$ cat config.mk
export PLATFORM = sky130hd
export DESIGN_NAME = radial_pixel_coord_gen
export DESIGN_NICKNAME = d
export VERILOG_FILES = /design/src/rtl/dfdd_pkg.sv /design/src/rtl/dfdd_skid_buffer.sv /design/src/rtl/radial_pixel_coord_gen.sv
export SDC_FILE = /design/constraint.sdc
export NUM_CORES = 1
export LEC_CHECK = 0
export BUFFER_PORTS_ARGS = -buffer_cell sky130_fd_sc_hd__clkbuf_2
export CAP_MARGIN = 20
export CELL_PAD_IN_SITES_DETAIL_PLACEMENT = 0
export CELL_PAD_IN_SITES_GLOBAL_PLACEMENT = 1
export CORE_ASPECT_RATIO = 1.75
export CORE_MARGIN = 10
export CORE_UTILIZATION = 40
export CTS_BUF_LIST = sky130_fd_sc_hd__clkbuf_4 sky130_fd_sc_hd__clkbuf_8 sky130_fd_sc_hd__clkbuf_16
export DETAILED_ROUTE_END_ITERATION = 10
export PLACE_DENSITY = 0.83
export SETUP_SLACK_MARGIN = 0.2
export SYNTH_ARGS = -nofsm -noshare
export SYNTH_HDL_FRONTEND = slang
export SYNTH_HIERARCHICAL = 1
export SYNTH_SLANG_ARGS = --single-unit
$ cat constraint.sdc
create_clock -name clk_i -period 4.9 [get_ports clk_i]
set_input_delay 0.49 -clock clk_i [delete_from_list [all_inputs] [get_ports clk_i]]
set_output_delay 0.49 -clock clk_i [all_outputs]
set_load 0.005 [all_outputs]
$ cat src/rtl/dfdd_pkg.sv
// Shared dfdd pipeline types: pixel/coordinate typedefs, the tagged-pixel struct
// and the coordinate generator's FSM state type.
package dfdd_pkg;

  typedef logic [15:0] coord_t;
  typedef logic [15:0] fp16_t;

  typedef struct packed {
    fp16_t  data;
    coord_t col;
    coord_t row;
    logic   sof;
    logic   eol;
    logic   eof;
  } pix_tag_t;

  typedef enum logic {StIdle, StActive} coord_state_t;

  // A zero frame dimension behaves as a single pixel/line.
  function automatic coord_t dim_clamp(input coord_t d);
    return (d == '0) ? coord_t'(1) : d;
  endfunction

endpackage

$ cat src/rtl/dfdd_skid_buffer.sv
// Two-entry valid/ready skid buffer with registered outputs and a registered
// ready, generic over the payload type.
module dfdd_skid_buffer
  import dfdd_pkg::*;
#(
  parameter type T = pix_tag_t
) (
  input  logic clk,
  input  logic rst_n,
  input  T     in_data,
  input  logic in_valid,
  output logic in_ready,
  output T     out_data,
  output logic out_valid,
  input  logic out_ready
);

  T     out_q, out_d, skid_q, skid_d;
  logic out_valid_q, out_valid_d, skid_valid_q, skid_valid_d, ready_q, ready_d;
  logic in_fire, out_free;

  assign in_ready  = ready_q;
  assign out_data  = out_q;
  assign out_valid = out_valid_q;

  always_comb begin
    out_d        = out_q;
    out_valid_d  = out_valid_q;
    skid_d       = skid_q;
    skid_valid_d = skid_valid_q;
    in_fire      = in_valid && ready_q;
    out_free     = !out_valid_q || out_ready;
    if (out_free) begin
      // ready_q is low whenever the skid slot is full, so no input can race it.
      if (skid_valid_q) begin
        out_d        = skid_q;
        out_valid_d  = 1'b1;
        skid_valid_d = 1'b0;
      end else begin
        out_valid_d = in_fire;
        if (in_fire) out_d = in_data;
      end
    end else if (in_fire) begin
      skid_d       = in_data;
      skid_valid_d = 1'b1;
    end
    ready_d = !skid_valid_d;
  end

  always_ff @(posedge clk or negedge rst_n) begin
    if (!rst_n) begin
      out_q        <= '0;
      out_valid_q  <= 1'b0;
      skid_q       <= '0;
      skid_valid_q <= 1'b0;
      ready_q      <= 1'b0;
    end else begin
      out_q        <= out_d;
      out_valid_q  <= out_valid_d;
      skid_q       <= skid_d;
      skid_valid_q <= skid_valid_d;
      ready_q      <= ready_d;
    end
  end

endmodule

$ cat src/rtl/radial_pixel_coord_gen.sv
// Tags each pixel of a raw stream with column/row and frame/line markers ahead
// of the radial zone coefficient lookup.
module radial_pixel_coord_gen
  import dfdd_pkg::*;
#(
  parameter int unsigned DATA_W  = 16,
  parameter int unsigned COORD_W = 16
) (
  input  logic               clk_i,
  input  logic               rst_n_i,
  input  logic [COORD_W-1:0] width_i,
  input  logic [COORD_W-1:0] height_i,
  input  logic               sof_i,
  input  logic [DATA_W-1:0]  data_i,
  input  logic               valid_i,
  output logic               ready_o,
  output logic [DATA_W-1:0]  data_o,
  output logic [COORD_W-1:0] col_o,
  output logic [COORD_W-1:0] row_o,
  output logic               sof_o,
  output logic               eol_o,
  output logic               eof_o,
  output logic               valid_o,
  input  logic               ready_i,
  output logic               sync_err_o
);

  coord_state_t state_q, state_d;
  coord_t   col_q, col_d, row_q, row_d, w_q, w_d, h_q, h_d;
  coord_t   cur_col, cur_row, cur_w, cur_h;
  logic     err_q, err_d, restart, fwd, skid_ready, last_col, last_row;
  pix_tag_t in_tag, out_tag;

  assign ready_o    = skid_ready;
  assign sync_err_o = err_q;
  assign data_o     = DATA_W'(out_tag.data);
  assign col_o      = COORD_W'(out_tag.col);
  assign row_o      = COORD_W'(out_tag.row);
  assign sof_o      = out_tag.sof;
  assign eol_o      = out_tag.eol;
  assign eof_o      = out_tag.eof;

  always_comb begin
    state_d = state_q;
    col_d   = col_q;
    row_d   = row_q;
    w_d     = w_q;
    h_d     = h_q;
    err_d   = err_q;

    restart = valid_i && skid_ready && sof_i;
    // Outside a frame only a sof pixel is forwarded; the rest are accepted and dropped.
    fwd     = valid_i && ((state_q == StActive) || sof_i);

    cur_w   = restart ? dim_clamp(coord_t'(width_i))  : w_q;
    cur_h   = restart ? dim_clamp(coord_t'(height_i)) : h_q;
    cur_col = restart ? '0 : col_q;
    cur_row = restart ? '0 : row_q;

    last_col = (cur_col == cur_w - coord_t'(1));
    last_row = (cur_row == cur_h - coord_t'(1));

    in_tag.data = fp16_t'(data_i);
    in_tag.col  = cur_col;
    in_tag.row  = cur_row;
    in_tag.sof  = (cur_col == '0) && (cur_row == '0);
    in_tag.eol  = last_col;
    in_tag.eof  = last_col && last_row;

    if (fwd && skid_ready) begin
      w_d     = cur_w;
      h_d     = cur_h;
      col_d   = last_col ? '0 : cur_col + coord_t'(1);
      row_d   = !last_col ? cur_row : (last_row ? '0 : cur_row + coord_t'(1));
      state_d = (last_col && last_row) ? StIdle : StActive;
    end

    if (restart && (state_q == StActive)) err_d = 1'b1;
  end

  always_ff @(posedge clk_i or negedge rst_n_i) begin
    if (!rst_n_i) begin
      state_q <= StIdle;
      col_q   <= '0;
      row_q   <= '0;
      w_q     <= coord_t'(1);
      h_q     <= coord_t'(1);
      err_q   <= 1'b0;
    end else begin
      state_q <= state_d;
      col_q   <= col_d;
      row_q   <= row_d;
      w_q     <= w_d;
      h_q     <= h_d;
      err_q   <= err_d;
    end
  end

  dfdd_skid_buffer #(
    .T(pix_tag_t)
  ) u_skid (
    .clk       (clk_i),
    .rst_n     (rst_n_i),
    .in_data   (in_tag),
    .in_valid  (fwd),
    .in_ready  (skid_ready),
    .out_data  (out_tag),
    .out_valid (valid_o),
    .out_ready (ready_i)
  );

endmodule

# == Yosys cells after proc, flatten, opt, wreduce, memory -nomap -nowiden ==
# Cells that the tools add are included.
# totals
regBits,171
in_bits,53
output_inout_bits,54
word_cells,61
# classes
n_addsub,4
n_eq_ne,2
n_mux,15
n_bitwise,1
n_reduce_logical,18
# op_table
cell,count
$mux 16,9
$mux 51,2
$logic_not 16->1,4
$add 16x1->16 const B,2
$eq 16x16->1,2
$sub 16x1->16 const B,2
$logic_and 1x1->1,7
$mux 1,4
$reduce_and 2->1,2
$logic_not 1->1,2
$logic_or 1x1->1,2
$reduce_bool 2->1,1
$not 1->1,1

# == Longest topological paths before layout ==
# depth
ltp_word,8
ltp_mapped,24
mapped_depth_nobuf,16

# == Hierarchy ==
# Netlist, hierarchy kept.
# by_module_without_submodules
mod,n_inst,cells_per_inst,area_per_inst_um2,seq_area_each_um2
radial_pixel_coord_gen,1,688,5288.8,1654.1
dfdd_skid_buffer,1,282,4774.6,2627.5

# == Worst setup path before layout ==
# OpenSTA, ideal clock, no wires.
# synth_path
path_kind,reg2reg
startpoint,"register u_skid.ready_q, in the netlist u_skid/in_ready"
endpoint,register row_q[12]
setup_time_ns,0.087
arrival_time_ns,4.765
required_time_ns,4.813
slack_ns,0.048
stages_incl_launch_ff,23
n_path_buf,8
period_less_slack_ns,4.852
path_cell_list,dfrtp_1 > buf_2 > nand3_1 > clkbuf_1 > clkbuf_1 > clkbuf_1 > clkbuf_1 > clkbuf_1 > nand2_1 > nand2_1 > inv_1 > ha_1 > or3b_2 > clkbuf_1 > nor4_1 > o21a_1 > o22ai_1 > a2111oi_0 > and4b_1 > buf_4 > nand2_4 > or4_1 > o211ai_1
# synth_via
elab_chain_cells,7
word_cells_on_any_way,14
classes_between,add/sub (3); eq/ne (2); mux (6); reduce/logical (3)
# synth_lines
item,line,text
start: declaration,dfdd_skid_buffer.sv:19,"logic out_valid_q, out_valid_d, skid_valid_q, skid_valid_d, ready_q, ready_d;"
start signal: assignment,dfdd_skid_buffer.sv:62,ready_q <= ready_d;
$logic_and 1x1->1 (2 in a row),radial_pixel_coord_gen.sv:51,restart = valid_i && skid_ready && sof_i;
$mux 16,radial_pixel_coord_gen.sv:56,cur_h = restart ? dim_clamp(coord_t'(height_i)) : h_q;
$sub 16x1->16,radial_pixel_coord_gen.sv:61,last_row = (cur_row == cur_h - coord_t'(1));
$eq 16x16->1,radial_pixel_coord_gen.sv:61,
$mux 16 (2 in a row),radial_pixel_coord_gen.sv:74,row_d = !last_col ? cur_row : (last_row ? '0 : cur_row + coord_t'(1));
end signal: assignment,radial_pixel_coord_gen.sv:92,row_q <= row_d;
end: declaration,radial_pixel_coord_gen.sv:29,"coord_t col_q, col_d, row_q, row_d, w_q, w_d, h_q, h_d;"
# Several ways; a longest one is shown, not always the timed one.
# A chain may end at the register's enable or synchronous reset.

# == Final worst setup path ==
# Same ends and word-level chain as after synthesis.

==> impl_metrics.json <==
{
  "max_stage_delay_ns": 0.55,
  "synth_most_common_cell": "dfrtp_1",
  "yosys_warnings": 6,
  "syn_inst": 970,
  "grt_max_degree": 93,
  "place_congestion": 0.928,
  "drtPass1Iterations": 5,
  "ir_drop_v": 0.000300,
  "synth-seq-area-share_pct": 42.5,
  "post_cts_buffers": 0,
  "fill_cells": 2369,
  "clock_path_buffers": 2,
  "yosysUniqueCellTypes": 71,
  "fin_setup_tns_ns": 0,
  "combPwrFrac_pct": 23.6,
  "fmax_mhz": 232,
  "ys_top_cells_by_area": "dfrtp_1 42%, mux2_2 12%, mux2_4 6.7%, nand2_1 4.5%, xnor2_1 2.5%",
  "area_growth_pct": 13.4,
  "power_frac_seq_pct": 43.1,
  "synth_common_cells": "169 x dfrtp_1, 120 x nand2_1, 104 x mux2_2",
  "p_int_w": 0.00290,
  "ys.flop_type": "dfrtp_1",
  "syn_avg_cell_area_um2": 10.4,
  "synth_top_area_share_pct": 42.0,
  "nNetsFinal": 1114,
  "highest_layer": "met4",
  "min_period_ns": 4.31,
  "rsz0062_at_grt": "no",
  "dp_cells": 1347,
  "dp_slack_ns": 0.287,
  "cts.clk_slew.worst_paths_ns": 0.07,
  "cts_tree": "done",
  "required_ns": 5.21,
  "die_w_um": 140,
  "status": "finished, final reports clean",
  "cp-start-kind": "flop",
  "hp-class": "input pin to asynchronous set/reset pin",
  "grt_pass1_vias": 7972,
  "cap_violations": 0,
  "min_period_over_period_pct": 88.0,
  "cts_root_buf": "clkbuf_16",
  "setup_violations": 0,
  "wl_um": 27000,
  "leakagePower_nw": 5.35,
  "clock_latency_ns": 0.45,
  "core_area_mm2": 0.0247,
  "synth_fp_nets": 1029,
  "slew_headroom_pct": 42.6,
  "clkPwrFrac_pct": 33.3,
  "power_density_mw_per_mm2": 368,
  "cp-end-kind": "flop",
  "rr_worst_depth": 15,
  "cp.arrival_ns": 4.62,
  "die-area_mm2": 0.0322,
  "clock_skew_ns": 0.0110,
  "cp_slowest_cell": "dfrtp_2",
  "rows": 76,
  "vias_per_cell": 5.67,
  "regArea_mm2": 0.00428,
  "wl_per_cell_um": 19.5,
  "multi_input_area_mm2": 0.00535,
  "dp_hpwl_um": 19600,
  "hold_viol": 0,
  "drc_errors": 0,
  "report.final.slew_viol_count": 0,
  "grt_pass1_wl_um": 43400,
  "grt_usage_pct": 16.6,
  "fp.dieH_um": 230,
  "p_sw_share_pct": 30.9,
  "initial_core_util_pct": 40.7,
  "wl_met2_um": 13800,
  "port_buffers": 106,
  "p_total_w": 0.00420,
  "n_antenna_cell": 0,
  "p_sw_w": 0.00130,
  "layout_setup_ws_ns": 0.589,
  "antenna_found_initial": 0,
  "synth_seq_cells": 171,
  "vias": 7827,
  "ys_async_sr_fraction_pct": 100,
  "path_class": "flop to flop",
  "synth_enable_flop_cells": 0,
  "htree_num_levels": 4,
  "ios": 107,
  "cpMostUsedCell": "nor4_1",
  "critPathMaxFanout": 11,
  "numCtsBuffers": 17,
  "synth_area_mm2": 0.0101,
  "final_layout_size_suffix_gt1_share_pct": 30.9,
  "met3_wirelength_um": 1230,
  "tightest_slew_ns": 0.862,
  "ant_nets": 0,
  "cts_sinks": 171,
  "wl_met1_um": 10800,
  "drt-initial-drc-count": 568,
  "worstPathCellList": "nand3_4 > a211o_1 > o21a_1 > inv_1 > ha_2 > or3b_2 > nor4_1 > o2111ai_1 > xnor2_1 > nor4_1 > and4b_1 > buf_4 > a31oi_1 > o311ai_0 > o211ai_1",
  "yosysTopAreaCell": "dfrtp_1",
  "grt-ovfl-total": 0,
  "instances_no_fill": 1380
}
-- registers in the layout, summed over array words and instances (netlist names), 16 cells and up --
name,flops
h_q,16
u_skid/out_data,51
u_skid/skid_q,51
row_q,16
col_q,16
w_q,16
-- per-layer routing --
| metal | vias up | global-route usage (%) |
|---|---|---|
| met5 | - | 0 |
| li1 | 3699 | - |
| met4 | 0 | 8.45 |
| met3 | 66 | 3.84 |
| met2 | 240 | 28.6 |
| met1 | 3822 | 18.8 |
-- placed cells by master, fill, tap and decap left out, types with 4 or more instances in the layout --
cell type / instances
dfrtp_1: 167
nand2_1: 120
clkbuf_2: 105
mux2_2: 104
o21ai_0: 46
mux2_4: 45
nor2_1: 35
nor3_1: 34
xnor2_1: 29
and2_1: 25
inv_1: 22
buf_4: 21
nor4_1: 20
nand3_1: 20
nand4_1: 19
clkbuf_16: 17
o211ai_1: 16
and3_1: 15
a21oi_1: 14
xor2_1: 12
o31ai_1: 12
or3_1: 11
mux2i_1: 11
or4_1: 8
nand3b_1: 7
a31oi_1: 7
nor3b_1: 7
a211o_1: 6
a21o_1: 5
nand2b_1: 5
nor4b_1: 5
a22oi_1: 5
ha_1: 5
mux2_1: 5
o21a_1: 4
and4_1: 4
-- worst max-delay path, delay by kind of cell (launching register included) --
| kind | cells | cell delay, ns |
|---|---|---|
| adders and majority gates | 1 | 0.22 |
| buffers and inverters | 2 | 0.31 |
| DFF | 1 | 0.55 |
| AOI/OAI and AO/OA | 6 | 1.18 |
| and+or+nand+nor | 5 | 1.75 |
| xor gates and xnor gates | 1 | 0.15 |
-- per-stage QoR --
step	util, %	area (µm²)	hold WS (ns)
after floorplan	-	10100	0.194
after global placement	43.7	10800	0.460
after detailed placement	43.7	10800	0.458
after CTS	46.1	11400	0.161
after global routing	46.2	11400	0.185
final	46.2	11400	0.128
-- worst paths after layout --
kind / start / to / slack, ns
min in group clk_i: data_i[4] / u_skid/skid_q[39] / 0.27
max in group asynchronous: rst_n_i / u_skid/in_ready / 3.58
worst min-delay path: rst_n_i / u_skid/out_data[12] / 0.13
worst max-delay path: u_skid/in_ready / row_q[12] / 0.59
worst max register to register: u_skid/in_ready / row_q[12] / 0.59
worst min register to register: sync_err_o / sync_err_o / 0.47
-- final cells by class --
cell class / count / share of cell area, %
clock buffers: 20 / 4.03
inverters: 22 / 0.723
well taps: 312 / 3.42
multi-input cells: 715 / 46.8
repair buffers: 128 / 6.26
clock inverters: 12 / 1.22
flip-flops and latches: 171 / 37.5
-- power groups by stage --
stage	Clock, W	Combinational [W]	Sequential (W)
after floorplan	0	0.000729	0.00177
after global placement	0	0.000987	0.00182
final	0.00140	0.000993	0.00181
after detailed placement	0	0.000999	0.00183
after global routing	0.00148	0.00110	0.00183
after CTS	0.00142	0.00100	0.00181
-- logic make-up after synthesis --
| logic type | Yosys count | synth area share (%) |
|---|---|---|
| and+or+nand+nor | 354 | 18.5 |
| DFF | 171 | 42.5 |
| muxes | 165 | 20.0 |
| AOI/OAI and AO/OA | 149 | 10.1 |
| buffers and inverters | 84 | 4.56 |
| xor gates and xnor gates | 41 | 3.57 |
| adders and majority gates | 6 | 0.746 |
-- repair_timing --
action / CTS / global route
setup endpoints to repair: 0 / 18
hold buffers: 0 / 0
resized for setup: 0 / 1
endpoints found under the hold margin: 0 / 0
Power figures use the tool's default switching activity.
